**config.mk**
```make
export PLATFORM = sky130hd
export DESIGN_NAME = state_dump_scanner
export DESIGN_NICKNAME = d
export VERILOG_FILES = /design/src/rtl/state_dump_scanner.sv
export SDC_FILE = /design/constraint.sdc
export NUM_CORES = 1
export LEC_CHECK = 0
export BUFFER_PORTS_ARGS = -buffer_cell sky130_fd_sc_hd__buf_4
export CAP_MARGIN = 20
export CORE_UTILIZATION = 50
export CTS_CLUSTER_SIZE = 14
export DETAILED_ROUTE_END_ITERATION = 8
export GPL_ROUTABILITY_DRIVEN = 0
export GPL_TIMING_DRIVEN = 1
export PLACE_DENSITY_LB_ADDON = 0.05
export SKIP_LAST_GASP = 1
export SLEW_MARGIN = 15
export SYNTH_ARGS = -nofsm -noshare
export SYNTH_HDL_FRONTEND = slang
export SYNTH_SLANG_ARGS = --single-unit
```
**constraint.sdc**
```tcl
create_clock -name clk -period 2.8 [get_ports clk]
set_clock_uncertainty 0.1 [all_clocks]
set_input_delay 0 -clock clk [delete_from_list [all_inputs] [get_ports clk]]
set_output_delay 0 -clock clk [all_outputs]
set_load 0.03 [all_outputs]
```
**src/rtl/state_dump_scanner.sv**
```systemverilog
// state_dump_scanner: snapshots register file and data memory, then streams
// them as tagged records (header, registers, memory, optional trailer) over a
// valid/ready port. Snapshots start on an explicit trigger or a periodic timer.
// Optional build macro DUMP_CHECKSUM_EN adds an XOR checksum trailer record.
module state_dump_scanner #(
  parameter int DATA_W   = 32,
  parameter int NUM_REGS = 32,
  parameter int REG_AW   = 5,
  parameter int NUM_MEM  = 32,
  parameter int MEM_AW   = 5,
  parameter int IDX_W    = 8,
  parameter int PERIOD   = 0
) (
  input  logic              clk,
  input  logic              reset,
  input  logic              trigger,
  output logic [REG_AW-1:0] reg_rd_addr,
  input  logic [DATA_W-1:0] reg_rd_data,
  output logic [MEM_AW-1:0] mem_rd_addr,
  input  logic [DATA_W-1:0] mem_rd_data,
  output logic              out_valid,
  input  logic              out_ready,
  output logic [1:0]        out_kind,
  output logic [IDX_W-1:0]  out_index,
  output logic [DATA_W-1:0] out_data,
  output logic              busy,
  output logic [7:0]        missed_cnt
);

  typedef enum logic [2:0] {
    ST_IDLE = 3'd0,
    ST_HDR  = 3'd1,
    ST_REG  = 3'd2,
`ifdef DUMP_CHECKSUM_EN
    ST_MEM  = 3'd3,
    ST_TRL  = 3'd4
`else
    ST_MEM  = 3'd3
`endif
  } state_t;

  // Running checksum step: every loaded payload is folded in by XOR.
  function automatic logic [DATA_W-1:0] chk_fold(input logic [DATA_W-1:0] acc,
                                                 input logic [DATA_W-1:0] word);
    return acc ^ word;
  endfunction

  // Entry counter to record index, zero-extended or truncated.
  function automatic logic [IDX_W-1:0] to_idx(input logic [31:0] v);
    return IDX_W'(v);
  endfunction

  state_t              state_r, state_s;
  logic [31:0]         idx_r, idx_s;
  logic [IDX_W-1:0]    seq_r, seq_s;
  logic [DATA_W-1:0]   cyc_r;
  logic [7:0]          missed_r, missed_s;
  logic                valid_r, valid_s;
  logic [1:0]          kind_r, kind_s;
  logic [IDX_W-1:0]    index_r, index_s;
  logic [DATA_W-1:0]   data_r, data_s;
  logic                busy_r, busy_s;
  logic [REG_AW-1:0]   raddr_r, raddr_s;
  logic [MEM_AW-1:0]   maddr_r, maddr_s;
  logic                auto_trig_s;
  logic                req_s;
  logic                xfer_s;
`ifdef DUMP_CHECKSUM_EN
  logic [DATA_W-1:0]   acc_r, acc_s;
`endif

  if (PERIOD > 0) begin : g_period
    logic [31:0] period_cnt_r;
    // Period counter runs 0..PERIOD-1 and flags the terminal count.
    always_ff @(posedge clk) begin
      if (reset) begin
        period_cnt_r <= 32'd0;
      end else if (period_cnt_r == 32'(PERIOD - 1)) begin
        period_cnt_r <= 32'd0;
      end else begin
        period_cnt_r <= period_cnt_r + 32'd1;
      end
    end
    assign auto_trig_s = (period_cnt_r == 32'(PERIOD - 1));
  end else begin : g_noperiod
    assign auto_trig_s = 1'b0;
  end

  assign req_s  = trigger | auto_trig_s;
  assign xfer_s = valid_r & out_ready;

  // Next-state, next-record and drop-counter logic of the scan FSM.
  always_comb begin
    state_s  = state_r;
    idx_s    = idx_r;
    seq_s    = seq_r;
    missed_s = missed_r;
    valid_s  = valid_r;
    kind_s   = kind_r;
    index_s  = index_r;
    data_s   = data_r;
    busy_s   = busy_r;
    raddr_s  = raddr_r;
    maddr_s  = maddr_r;
`ifdef DUMP_CHECKSUM_EN
    acc_s    = acc_r;
`endif
    // A request outside IDLE never restarts a snapshot; it is only counted.
    if (req_s && (state_r != ST_IDLE) && (missed_r != 8'hFF)) begin
      missed_s = missed_r + 8'd1;
    end else begin
      missed_s = missed_r;
    end
    case (state_r)
      ST_IDLE: begin
        raddr_s = '0;
        maddr_s = '0;
        if (req_s) begin
          state_s = ST_HDR;
          valid_s = 1'b1;
          busy_s  = 1'b1;
          kind_s  = 2'd0;
          index_s = seq_r;
          data_s  = cyc_r;
          seq_s   = seq_r + IDX_W'(1);
          idx_s   = 32'd0;
`ifdef DUMP_CHECKSUM_EN
          acc_s   = chk_fold('0, cyc_r);
`endif
        end else begin
          state_s = ST_IDLE;
        end
      end
      ST_HDR: begin
        if (xfer_s) begin
          state_s = ST_REG;
          kind_s  = 2'd1;
          index_s = '0;
          data_s  = reg_rd_data;
          idx_s   = 32'd0;
          raddr_s = REG_AW'(1);
`ifdef DUMP_CHECKSUM_EN
          acc_s   = chk_fold(acc_r, reg_rd_data);
`endif
        end else begin
          state_s = ST_HDR;
        end
      end
      ST_REG: begin
        if (xfer_s && (idx_r < 32'(NUM_REGS - 1))) begin
          index_s = to_idx(idx_r + 32'd1);
          data_s  = reg_rd_data;
          idx_s   = idx_r + 32'd1;
          raddr_s = REG_AW'(idx_r + 32'd2);
`ifdef DUMP_CHECKSUM_EN
          acc_s   = chk_fold(acc_r, reg_rd_data);
`endif
        end else if (xfer_s) begin
          state_s = ST_MEM;
          kind_s  = 2'd2;
          index_s = '0;
          data_s  = mem_rd_data;
          idx_s   = 32'd0;
          raddr_s = '0;
          maddr_s = MEM_AW'(1);
`ifdef DUMP_CHECKSUM_EN
          acc_s   = chk_fold(acc_r, mem_rd_data);
`endif
        end else begin
          state_s = ST_REG;
        end
      end
      ST_MEM: begin
        if (xfer_s && (idx_r < 32'(NUM_MEM - 1))) begin
          index_s = to_idx(idx_r + 32'd1);
          data_s  = mem_rd_data;
          idx_s   = idx_r + 32'd1;
          maddr_s = MEM_AW'(idx_r + 32'd2);
`ifdef DUMP_CHECKSUM_EN
          acc_s   = chk_fold(acc_r, mem_rd_data);
`endif
        end else if (xfer_s) begin
          maddr_s = '0;
          idx_s   = 32'd0;
`ifdef DUMP_CHECKSUM_EN
          state_s = ST_TRL;
          kind_s  = 2'd3;
          index_s = '0;
          data_s  = acc_r;
`else
          state_s = ST_IDLE;
          valid_s = 1'b0;
          busy_s  = 1'b0;
`endif
        end else begin
          state_s = ST_MEM;
        end
      end
`ifdef DUMP_CHECKSUM_EN
      ST_TRL: begin
        if (xfer_s) begin
          state_s = ST_IDLE;
          valid_s = 1'b0;
          busy_s  = 1'b0;
        end else begin
          state_s = ST_TRL;
        end
      end
`endif
      default: begin
        state_s = ST_IDLE;
        valid_s = 1'b0;
        busy_s  = 1'b0;
        raddr_s = '0;
        maddr_s = '0;
      end
    endcase
  end

  // State, output record, counters and read addresses; reset clears all.
  always_ff @(posedge clk) begin
    if (reset) begin
      state_r  <= ST_IDLE;
      idx_r    <= 32'd0;
      seq_r    <= '0;
      cyc_r    <= '0;
      missed_r <= 8'd0;
      valid_r  <= 1'b0;
      kind_r   <= 2'd0;
      index_r  <= '0;
      data_r   <= '0;
      busy_r   <= 1'b0;
      raddr_r  <= '0;
      maddr_r  <= '0;
`ifdef DUMP_CHECKSUM_EN
      acc_r    <= '0;
`endif
    end else begin
      state_r  <= state_s;
      idx_r    <= idx_s;
      seq_r    <= seq_s;
      cyc_r    <= cyc_r + DATA_W'(1);
      missed_r <= missed_s;
      valid_r  <= valid_s;
      kind_r   <= kind_s;
      index_r  <= index_s;
      data_r   <= data_s;
      busy_r   <= busy_s;
      raddr_r  <= raddr_s;
      maddr_r  <= maddr_s;
`ifdef DUMP_CHECKSUM_EN
      acc_r    <= acc_s;
`endif
    end
  end

  assign out_valid   = valid_r;
  assign out_kind    = kind_r;
  assign out_index   = index_r;
  assign out_data    = data_r;
  assign busy        = busy_r;
  assign missed_cnt  = missed_r;
  assign reg_rd_addr = raddr_r;
  assign mem_rd_addr = maddr_r;

endmodule
```
======== Yosys cells after proc, flatten, opt, wreduce, memory -nomap -nowiden ========
Cells that the tools add are included.
cells by class
  add/sub/neg operators ................... 5
  magnitude comparators ................... 1
  equality and inequality tests ........... 13
  multiplexer cells ....................... 37
  bitwise gates (word level) .............. 4
  reduce and logical (&&, ||, !) cells .... 19
operator list
  operator                                                               count
  32-bit 2-to-1 mux                                                      8
  32-bit case mux with 4 select lines                                    1
  32-bit case mux with 3 select lines                                    1
  32-bit by 1-bit adder with 32-bit output, second input constant        2
  32-bit by 5-bit < comparator with 1-bit output, second input constant  1
  8-bit 2-to-1 mux                                                       4
  8-bit case mux with 4 select lines                                     1
  5-bit case mux with 3 select lines                                     2
  5-bit 2-to-1 mux                                                       4
  8-bit by 1-bit adder with 8-bit output, second input constant          2
  2-bit inequality test, second input constant                           7
  2-bit 2-to-1 mux                                                       6
  3-bit case mux with 4 select lines                                     1
  5-bit AND reduction                                                    2
  3-bit nonzero test                                                     3
  8-bit inequality test, second input constant                           1
  4-bit AND reduction                                                    2
  3-bit by 2-bit equality test with 1-bit output, second input constant  2
  3-bit 2-to-1 mux                                                       2
  3-bit inequality test, second input constant                           2
  2-bit case mux with 3 select lines                                     1
  2-bit AND reduction                                                    3
  3-bit AND reduction                                                    2
  5-bit by 2-bit adder with 5-bit output, second input constant          1
  other kinds (9)                                                        18
storage, ports and cells
  bits in registers ....................... 136
  input bits .............................. 68
  output and inout bits ................... 62
  word-level logic and storage cells ...... 90

======== Logic depth before layout (Yosys ltp) ========
  depth after elaboration ................. 4
  gate-level depth with buffers ........... 11
  mapped depth without buffers ............ 7

======== Least setup slack after synthesis ========
Ideal clock, no wire load.
  path kind ............................... reg-to-reg
  from .................................... reg state_r[0]
  to ...................................... reg data_r[9] (netlist: out_data[9])
  arrival time ............................ 2.259 ns
  setup slack ............................. 0.319 ns
  cell stages (with the launch flop) ...... 12
  path buffers ............................ 4
  clock period less this slack ............ 2.481 ns
  cells stage by stage .................... dfxtp_1 > inv_1 > ha_1 > buf_4 > or2_1 > buf_2 > o31ai_4 > nand2b_1 > buf_4 > nor3_1 > buf_2 > a221o_2
between the ends
  longest elaborated chain between the ends .. 3
  elaborated cells on any way between the ends .. 11
  classes of those cells .................. 7 x eq/ne; 1 x mux; 3 x reduce/logical
ends and longest elaborated chain
  element                                                                 line  text
  from (decl)                                                             53    state_t state_r, state_s;
  from (signal assigned)                                                  239   state_r <= state_s;
  3-bit by 2-bit equality test with 1-bit output (tied with other cells)  114   case (state_r)
  3-bit inequality test (no line) (tied with other cells)                 -
  5-bit AND reduction (no line)                                           -
  to (signal assigned)                                                    247   data_r <= data_s;
  to (decl)                                                               61    logic [DATA_W-1:0] data_r, data_s;
Several ways; a longest one is shown, not always the timed one.
A chain may end at the register's enable or synchronous reset.

======== Worst setup path in the final report ========
  from .................................... reg state_r[0]
  to ...................................... reg data_r[0] (netlist: out_data[0])
The elaborated chain is that of the path after synthesis.

==> reports/metrics.sh <==
STATUS='finished, final reports clean'
AREA_GROWTH_SYN_TO_LAYOUT_PCT=35.7
SYNTH_TOP_AREA_CELL='dfxtp_1'
SYNTH-SEQ-AREA-SHARE_PCT=38.8
TOTAL_VIA_COUNT_AFTER_DETAILED_ROUTING=7086
COREAREA_UM2=13400
CRITPATHCAPTURETYPE='flop'
CRIT_REQUIRED_NS=3.01
ANTENNA_FOUND_INITIAL=1
GLOBALROUTEOVERFLOWTOTAL=0
TRITONCTS.NUM_BUFFERS=17
DETAILEDROUTE.FIRSTITERATIONVIOLATIONS=703
YOSYSWARNINGCOUNT=0
FIN_NETS=1021
MAXIMUM_NUMBER_OF_PINS_ON_ONE_NET_BEFORE_GLOBAL_ROUTE_REPAIR=66
DIE-HEIGHT_UM=120
CRITICAL_PATH.STARTPOINT_TYPE='flop'
POWER_DENSITY_nW_PER_UM2=566
DIE_WIDTH_UM=120
WORST_CASE_HEADROOM_TO_THE_MAX_SLEW_LIMIT_PCT=40.4
FINALHOLDVIOLATIONS=0
TOTALNEGATIVESETUPSLACK_NS=0
FIN_WORST_HOLD_SLACK_NS=0.0775
HOLD_CLASS='in -> reg'
GLOBALROUTETOTALUTIL_PCT=29.9
SYNTH_TOP_FLOP_CELL='dfxtp_1'
LAYOUT_MIN_CYCLE_TIME_NS=2.70
POST_SYNTH_INSTANCE_AREA_UM2=6970
GRT_SETUP_UNREPAIRED='no'
SETUP_VIOL_COUNT_FINAL=0
GRT_FIRST_PASS_WIRELENGTH_UM=34000
POSTSYNTHREGISTERBITS=135
CTS.CLK_SLEW.WORST_PATHS_NS=0.06
SYNTH.LIB_CELLS_USED.DISTINCT=68
LARGEST_CELLS_BY_AREA_AFTER_SYNTHESIS='dfxtp_1 (39%), a22oi_1 (6.9%), mux2i_1 (5.2%), a221o_1 (4.6%), o211a_1 (4.6%)'
TOTALPOWERFINAL_mW=5.35
MAX_CAP_VIOL_COUNT=0
FIRST_GLOBAL_VIAS=6841
PLACE.DETAILED.HPWL_UM=13600
TRITONCTS_CLOCK_TREE='yes'
YS_ASYNC_SR_FRACTION_PCT=0
FLOORPLAN.IO_PINS=130
SYNTH_EDF_COUNT=0
POSTSYNTHAREAPERCELL_UM2=9.09
TIMING.SETUP.CRITICAL_PATH_CLASS='reg -> reg'
FP.DIEAREA_UM2=14400
ANT_NETS=0
POST-CTS-SETUP-BUFFER-COUNT=0
SYNTH_NETS=844
VIASPERCELL=6.25
MAX_CLOCK_FREQ_MHz=370
PLACEMENT.IO_BUFFERS=129
TIMING.CRITICAL_PATH.ARRIVAL_NS=2.91
SLEW_LIMIT_FAILS=0
DRIVE_ABOVE_1_SHARE_PCT=21.2
CTS_MAX_LEVEL=4
CTS_ROOT_BUF='clkbuf_16'
FP-ROW-COUNT=42
LEAKAGEPOWER_nW=3.99
SYNTH_TOP_AREA_SHARE_PCT=38.8
POST-ROUTE-DRC-COUNT=0
FIN_CRIT_SH_PCT=96.6
VDD_DROP_MAX_uV=380
POSTSYNTHCELLCOUNT=767
CLOCK-SINKS=135
CLOCK_INSERTION_DELAY_AT_THE_LATER_PIN_OF_THE_SKEW_REPORT_NS=0.43
WORST_PIN_SLEW_NS=0.890
CTS-ROOT-TO-SINK-BUFFERS=2
STARTING_DENSITY_PCT=52.0
WIRE_PER_INST_UM=19.0
WORST-PATH-MAX-FANOUT=35
POSTROUTEWIRELENGTH_UM=21600
DRT-PASS1-ITER-COUNT=5
[through the flow]
stage | instances | area (um^2) | setup WS, ns | utilization [%]
after CTS | 1133 | 9450 | 0.167 | 70.6
after global placement | 1031 | 8100 | 0.148 | 60.4
after floorplan | 767 | 6970 | 0.319 | -
after global routing | 1134 | 9460 | 0.0355 | 70.6
after detailed placement | 1032 | 8120 | 0.292 | 60.6
final | 1134 | 9460 | 0.0966 | 70.6
[power by group]
part | total (mW) | switching, mW | internal [mW]
logic | 0.917 | 0.537 | 0.380
clock network | 2.43 | 0.918 | 1.51
registers | 2.01 | 0.0415 | 1.96
total | 5.35 | 1.50 | 3.86
[logic make-up (layout without fill, tap and decap cells)]
| logic type | Yosys count | count (layout) | share of synthesized area [%] |
|---|---|---|---|
| xor gates and xnor gates | 37 | 37 | 4.65 |
| adders and majority gates | 9 | 9 | 1.62 |
| muxes | 36 | 36 | 5.17 |
| other | 0 | 1 | 0 |
| and+or+nand+nor | 245 | 245 | 19.1 |
| AOI/OAI and AO/OA | 220 | 220 | 25.3 |
| buffers and inverters | 85 | 275 | 5.37 |
| DFF | 135 | 135 | 38.8 |
[critical path, stage by stage, from the launching register on]
cell	delay, ns
dfxtp_1	0.37
inv_1	0.09
ha_1	0.23
or2_1	0.29
buf_6	0.23
a22oi_1	0.27
dlygate4sd3_1	0.60
mux2i_1	0.08
a221o_1	0.33
[final timing paths]
kind	startpoint	end	slack, ns	cells after the start
hold / removal	out_ready	state_r[1]$_SDFFE_PP0P_	0.08	3
setup reg to reg	state_r[0]$_SDFFE_PP0P_	out_data[0]$_SDFFE_PP0P_	0.1	8
hold reg to reg	mem_rd_addr[4]$_SDFFE_PP0P_	mem_rd_addr[4]$_SDFFE_PP0P_	0.36	2
setup / recovery	state_r[0]$_SDFFE_PP0P_	out_data[0]$_SDFFE_PP0P_	0.1	8
[final cells by class]
cell class                      instances  area (um^2)
Antenna cell                            1         2.50
Multi-Input combinational cell        547         3910
Sequential cell                       135         2700
Tap cell                              176          220
Inverter                               17         63.8
Clock inverter                         15          214
Fill cell                            1025         3940
Timing Repair Buffer                  226         1920
Clock buffer                           17          425
[cell usage after synthesis, types with 5 or more instances]
library cell and number:
a221o_1 32, xor2_1 12, a22o_1 6, nor3_1 15, nand4_1 14, nand3_1 25
mux2i_1 36, nor3b_1 11, nor4_1 13, or3_1 13, dfxtp_1 135, a22oi_1 64
xnor2_1 25, buf_2 16, clkbuf_1 43, nor2_1 51, buf_4 5, ha_1 9
inv_1 17, a21oi_1 24, o211a_1 32, and3_1 24, nand2_1 47, o21ai_0 19
[sequential cells by signal, summed over array words and instances, names as in the netlist]
register and cells:
idx_r 32, state_r 2, mem_rd_addr 5, out_kind 2, busy 1, out_data 32, seq_r 8, missed_cnt 8
reg_rd_addr 5, out_index 8, cyc_r 32
[metal layers]
layer  track usage (%)  wire length (um)  part of all wire (%)  vias to the layer above
met3              7.03              1250                   5.8                       57
met4              13.4               549                   2.5                        0
li1                  -                 -                     -                     3286
met1              35.6              9050                    42                     3471
met2              50.7             10700                    50                      272
met5                 0                 0                     0                        -
[repair_timing]
action                     CTS  global route
hold buffers                69             0
hold endpoints to repair    37             0
setup endpoints to repair    0             1
gates resized for setup      0             1
[layout by cell type, fill, tap and decap left out, drive strengths merged, types with 5 or more instances in the layout]
cell type      n
or3           13
and3          24
a221o         33
nor3b         11
buf          157
o211a         32
a31oi          5
xor2          12
inv           23
dlygate4sd3   69
nor2          51
nor3          16
dfxtp        135
clkbuf        17
mux2i         36
xnor2         25
o21ai         20
nand2         47
nor4          13
nand3         25
a22oi         64
and4           6
nand4         17
a22o           6
ha             9
a21oi         24
Note: power is estimated with default switching activity, not from simulation.
